==> config.mk <==
export PLATFORM = sky130hd
export DESIGN_NAME = seg7_scan_ctrl
export DESIGN_NICKNAME = d
export VERILOG_FILES = /design/src/rtl/seg7_pkg.sv /design/src/rtl/seg7_pattern.sv /design/src/rtl/seg7_scan_ctrl.sv
export SDC_FILE = /design/constraint.sdc
export NUM_CORES = 1
export LEC_CHECK = 0
export BUFFER_PORTS_ARGS = -buffer_cell sky130_fd_sc_hd__buf_2
export CORE_MARGIN = 2
export CORE_UTILIZATION = 45
export DETAILED_ROUTE_END_ITERATION = 16
export GPL_ROUTABILITY_DRIVEN = 0
export PLACE_DENSITY = 0.73
export SYNTH_ARGS = -nofsm -noshare
export SYNTH_HDL_FRONTEND = slang
export SYNTH_SLANG_ARGS = --single-unit
==> constraint.sdc <==
create_clock -name clk_i -period 5.65 [get_ports clk_i]
set_clock_uncertainty 0.15 [all_clocks]
set_input_delay 0.565 -clock clk_i [delete_from_list [all_inputs] [get_ports clk_i]]
set_output_delay 0.565 -clock clk_i [all_outputs]
set_load 0.02 [all_outputs]
==> src/rtl/seg7_pkg.sv <==
// Shared constants and types for the 4-digit 7-segment scan controller.
//   SEG_PAT     : hex nibble -> {1'b1, g,f,e,d,c,b,a}, active-low
//   SEG_OFF     : segment bus with every segment dark
//   SEG_DP_ONLY : segment bus with only the decimal point lit
//   AN_OFF      : all anodes off
//   NDIG        : number of digits on the display
package seg7_pkg;

    localparam int unsigned NDIG = 4;

    localparam logic [7:0] SEG_OFF     = 8'hFF;
    localparam logic [7:0] SEG_DP_ONLY = 8'h7F;
    localparam logic [3:0] AN_OFF      = 4'hF;

    // Active-low patterns, bit 7 (dp) held high; the dp is applied separately.
    localparam logic [7:0] SEG_PAT [16] = '{
        8'hC0, 8'hF9, 8'hA4, 8'hB0, 8'h99, 8'h92, 8'h82, 8'hD8,
        8'h80, 8'h90, 8'h88, 8'h83, 8'hC6, 8'hA1, 8'h86, 8'h8E
    };

    // One buffer entry: the hex value plus its decimal points.
    typedef struct packed {
        logic [15:0] data;
        logic [3:0]  dp;
    } seg7_buf_t;

    // Phase within a digit slot.
    typedef enum logic {
        PhBlank,
        PhOn
    } seg7_phase_t;

endpackage

==> src/rtl/seg7_pattern.sv <==
// Hex nibble to active-low gfedcba segment pattern.
//   nib_i : hex digit value
//   seg_o : {g,f,e,d,c,b,a}, active-low
module seg7_pattern
    import seg7_pkg::*;
(
    input  logic [3:0] nib_i,
    output logic [6:0] seg_o
);

    assign seg_o = SEG_PAT[nib_i][6:0];

endmodule

==> src/rtl/seg7_scan_ctrl.sv <==
// Time-multiplexed scan controller for a 4-digit common-anode 7-segment display.
// A pending buffer takes LOAD strobes; it is committed to the display buffer only on the
// frame boundary (or continuously while scanning is disabled), so a frame never mixes values.
//   clk_i   : system clock, rising edge
//   rst_ni  : asynchronous active-low reset
//   en_i    : scan enable
//   data_i  : hex value, digit k = data_i[4k+3:4k], digit 0 rightmost
//   dp_i    : decimal points, dp_i[k] lights digit k
//   load_i  : single-cycle strobe capturing data_i/dp_i into the pending buffer
//   zsup_i  : leading-zero suppression enable (live)
//   pend_o  : pending buffer holds data not yet displayed
//   frame_o : one-cycle pulse in the commit cycle
//   nseg_o  : {dp,g,f,e,d,c,b,a}, active-low, registered
//   nan_o   : digit anodes, active-low, registered
module seg7_scan_ctrl
    import seg7_pkg::*;
#(
    parameter int unsigned SCAN_DIV  = 50000,
    parameter int unsigned BLANK_CYC = 500
) (
    input  logic        clk_i,
    input  logic        rst_ni,
    input  logic        en_i,
    input  logic [15:0] data_i,
    input  logic [3:0]  dp_i,
    input  logic        load_i,
    input  logic        zsup_i,
    output logic        pend_o,
    output logic        frame_o,
    output logic [7:0]  nseg_o,
    output logic [3:0]  nan_o
);

    localparam logic [15:0] DIV_MAX   = 16'(SCAN_DIV - 1);
    localparam logic [15:0] BLANK_END = 16'(BLANK_CYC);

    logic [15:0] div_q, div_d;
    logic [1:0]  dig_q, dig_d;
    logic        pend_q, pend_d;
    seg7_buf_t   pbuf_q, pbuf_d;
    seg7_buf_t   disp_q, disp_d;
    logic [7:0]  nseg_q, nseg_d;
    logic [3:0]  nan_q, nan_d;

    logic            frame;
    seg7_phase_t     phase;
    logic [3:0]      nib;
    logic            dp_bit;
    logic [6:0]      seg;
    logic [NDIG-1:0] lead_zero;
    logic            suppress;
    logic [3:0]      an_sel;

    assign frame   = en_i && (dig_q == 2'd3) && (div_q == DIV_MAX);
    assign frame_o = frame;
    assign pend_o  = pend_q;
    assign nseg_o  = nseg_q;
    assign nan_o   = nan_q;

    // Scan counters; disabling parks the scan at the start of digit 0.
    always_comb begin
        div_d = div_q;
        dig_d = dig_q;
        if (!en_i) begin
            div_d = '0;
            dig_d = '0;
        end else if (div_q == DIV_MAX) begin
            div_d = '0;
            dig_d = dig_q + 2'd1;
        end else begin
            div_d = div_q + 16'd1;
        end
    end

    // Double buffer. A LOAD landing in the commit cycle bypasses straight to the display.
    always_comb begin
        pbuf_d = pbuf_q;
        disp_d = disp_q;
        pend_d = pend_q;
        if (load_i) begin
            pbuf_d = '{data: data_i, dp: dp_i};
            if (frame) begin
                disp_d = '{data: data_i, dp: dp_i};
                pend_d = 1'b0;
            end else begin
                pend_d = 1'b1;
            end
        end else if (pend_q && (frame || !en_i)) begin
            disp_d = pbuf_q;
            pend_d = 1'b0;
        end
    end

    assign phase  = (div_q < BLANK_END) ? PhBlank : PhOn;
    assign nib    = disp_q.data[dig_q*4 +: 4];
    assign dp_bit = disp_q.dp[dig_q];
    assign an_sel = ~(4'b0001 << dig_q);

    seg7_pattern u_pattern (
        .nib_i (nib),
        .seg_o (seg)
    );

    // lead_zero[k]: nibble k and every nibble above it are zero.
    always_comb begin
        lead_zero[3] = (disp_q.data[15:12] == 4'h0);
        lead_zero[2] = lead_zero[3] && (disp_q.data[11:8] == 4'h0);
        lead_zero[1] = lead_zero[2] && (disp_q.data[7:4] == 4'h0);
        lead_zero[0] = lead_zero[1] && (disp_q.data[3:0] == 4'h0);
    end

    assign suppress = zsup_i && (dig_q != 2'd0) && lead_zero[dig_q];

    always_comb begin
        nseg_d = SEG_OFF;
        nan_d  = AN_OFF;
        if (en_i && (phase == PhOn)) begin
            if (suppress) begin
                // A suppressed digit still shows its decimal point.
                if (dp_bit) begin
                    nan_d  = an_sel;
                    nseg_d = SEG_DP_ONLY;
                end
            end else begin
                nan_d  = an_sel;
                nseg_d = {~dp_bit, seg};
            end
        end
    end

    always_ff @(posedge clk_i or negedge rst_ni) begin
        if (!rst_ni) begin
            div_q  <= '0;
            dig_q  <= '0;
            pend_q <= 1'b0;
            pbuf_q <= '0;
            disp_q <= '0;
            nseg_q <= SEG_OFF;
            nan_q  <= AN_OFF;
        end else begin
            div_q  <= div_d;
            dig_q  <= dig_d;
            pend_q <= pend_d;
            pbuf_q <= pbuf_d;
            disp_q <= disp_d;
            nseg_q <= nseg_d;
            nan_q  <= nan_d;
        end
    end

endmodule

==> impl_metrics.toml <==
[global_route]
grt_max_degree = 72
antenna_found_initial = 0
track_usage = 0.165
overflow = 0
grt_pass1_wl_um = 10800
grt_pass1_vias = 2126

[layout]
nets = 353
layout-drive-gt1-share = 0.373
utilization = 0.517
mostFrequentLayoutCell = "dfrtp_1"
layout_common_cells = "dfrtp_1 (59), buf_2 (38), nor2_1 (28)"
syn_to_final_growth_pct = 13.4
diodes = 0

[clocking]
cts_hold_buf = 0
cts_setup_buffers = 0
cts_root_buf = "clkbuf_8"
cts_tree = "yes"
cts_buffer_depth = 2
post_cts_resized = 0
clock-sinks = 71
h-tree-depth = 3
clk_pin_slew_ps = 80
clock_latency_ps = 350
numCtsBuffers = 9

[sta]
worst_slew_pin_slew_ps = 1130
setup_ws_ps = 2920
period_share = 0.482
hold_viol = 0
fmax_mhz = 367
slew_headroom = 0.250
setup_tns_ps = 0
min_period_ps = 2730
setup_violations = 0
drv_slew = 0
rsz0062_at_grt = "no"
hold_ws_ps = 251

[die]
coreArea_um2 = 7610
ios = 39
chipHeight_um = 91.8
fp.dieW_um = 91.8
dieArea_um2 = 8430
fp-row-count = 32
start_util = 0.456

[run_status]
status = "complete, no violations"

[yosys]
yosys_warnings = 0
synth_edf_count = 0
ys.flop_type = "dfrtp_1"
synth_area_um2 = 3470
synth.avg_cell_area_um2 = 12.6
syn_inst = 275
ys_ff_latch = 71
synth-async-reset-ratio = 1.00
yosysUniqueCellTypes = 48
seq_area_frac_synth = 0.516
synthesis.nets = 311

[worst_setup_path]
endpoint = "disp_q[4]"
start_kind = "register"
cp_data_required_time_ps = 5730
crit_arrival_ps = 2810
r2r_start = "dig_q[1]"
r2r-end = "disp_q[4]"
crit_path_end_kind = "register"
worstPathMaxFanout = 20
r2r_setup_slack_ps = 2920
startpoint = "dig_q[1]"
ff2ff_path_depth = 5
worstSetupPathType = "reg2reg"

[route]
drt_iter0_markers = 154
vias_per_cell = 5.21
wl_per_cell_um = 14.8
drt_wl_total_um = 6280
drcViolationCount = 0
first_pass_iters = 4
vias = 2208
drt.antenna.violating_nets = 0

[place]
portBuffers = 38
dp.final_hpwl_um = 4340
pre_cts_ws_ps = 2960

[power_and_ir_drop]
p_per_area_nw_per_um2 = 297
ir_drop_mv = 0.197
finalPower_mw = 1.17
total_leakage_power_nw = 1.71

[worst_hold_path]
hold_class = "in2async"

[job]
drv_cap = 0
## report_power, final
group,internal [mW],switching [mW],leakage (nW)
Sequential,0.554,0.0441,0.855
Combinational,0.109,0.0848,0.766
Clock,0.168,0.210,0.0927
Total,0.832,0.338,1.71
## metal layers
layer  share of wire  wire, µm  GRT usage  vias up
met3           0.051       320     0.0444       10
met4           0.019       122     0.0734        0
met5               0         0          0        -
met2            0.45      2820      0.243       63
met1            0.48      3020      0.231     1072
li1                -         -          -     1063
## flip-flops by register name, summed over array words and instances (netlist names)
signal / cells
disp_q: 20
pbuf_q: 20
div_q: 16
nseg_o: 8
nan_o: 4
dig_q: 2
pend_o: 1
## cells by family after synthesis
| logic type | Yosys count | share of synthesized area |
|---|---|---|
| adders and majority gates | 11 | 0.0397 |
| muxes | 49 | 0.200 |
| buffers and inverters | 17 | 0.0231 |
| AOI/OAI and AO/OA | 23 | 0.0461 |
| DFF | 71 | 0.516 |
| and+or+nand+nor | 85 | 0.127 |
| xor gates and xnor gates | 19 | 0.0479 |
## metrics by stage
stage	cell area (µm²)	std cells
2_1_floorplan	3470	275
3_3_place_gp	3750	408
3_5_place_dp	3750	408
4_1_cts	3940	424
5_1_grt	3940	424
6_report	3940	424
## Yosys cell counts, drive strengths merged, types with 2 or more instances
cell type,n,area share
dfrtp,59,0.43
mux2,42,0.16
nor2,28,0.030
nand2,17,0.018
dfstp,12,0.091
ha,11,0.040
xnor2,11,0.028
inv,9,0.0097
xor2,8,0.020
nand3,7,0.010
mux4,6,0.039
nor3,6,0.0087
a21oi,5,0.0072
and3,5,0.0090
buf,5,0.010
nor3b,5,0.012
nor4,5,0.013
o211ai,4,0.0087
clkbuf,3,0.0032
nand3b,3,0.0065
nand4,3,0.0054
o21ai,3,0.0043
or4,2,0.0054
## critical path, cell delays in order, from the launching register on
cell and delay (ps):
dfrtp_1 600, ha_1 310, nor3b_2 160, a21oi_1 150, a211o_1 870, mux2_4 360
## worst min path at each step
stage                     startpoint          to  slack [ps]
final                         rst_ni   pbuf_q[2]         250
after global routing       data_i[0]   pbuf_q[4]         300
after CTS                     rst_ni  pbuf_q[16]         290
after detailed placement   pbuf_q[7]   pbuf_q[7]         340
after global placement      div_q[0]    div_q[0]         310
after floorplan               rst_ni    dig_q[0]         120
## layout make-up
| cell class | instances | area [µm²] |
|---|---|---|
| Multi-Input combinational cell | 187 | 1600 |
| Clock buffer | 9 | 124 |
| Inverter | 9 | 33.8 |
| Sequential cell | 71 | 1790 |
| Tap cell | 102 | 128 |
| Timing Repair Buffer | 39 | 198 |
| Fill cell | 711 | 3670 |
| Clock inverter | 7 | 62.6 |
(Power assumes the default switching activity.)
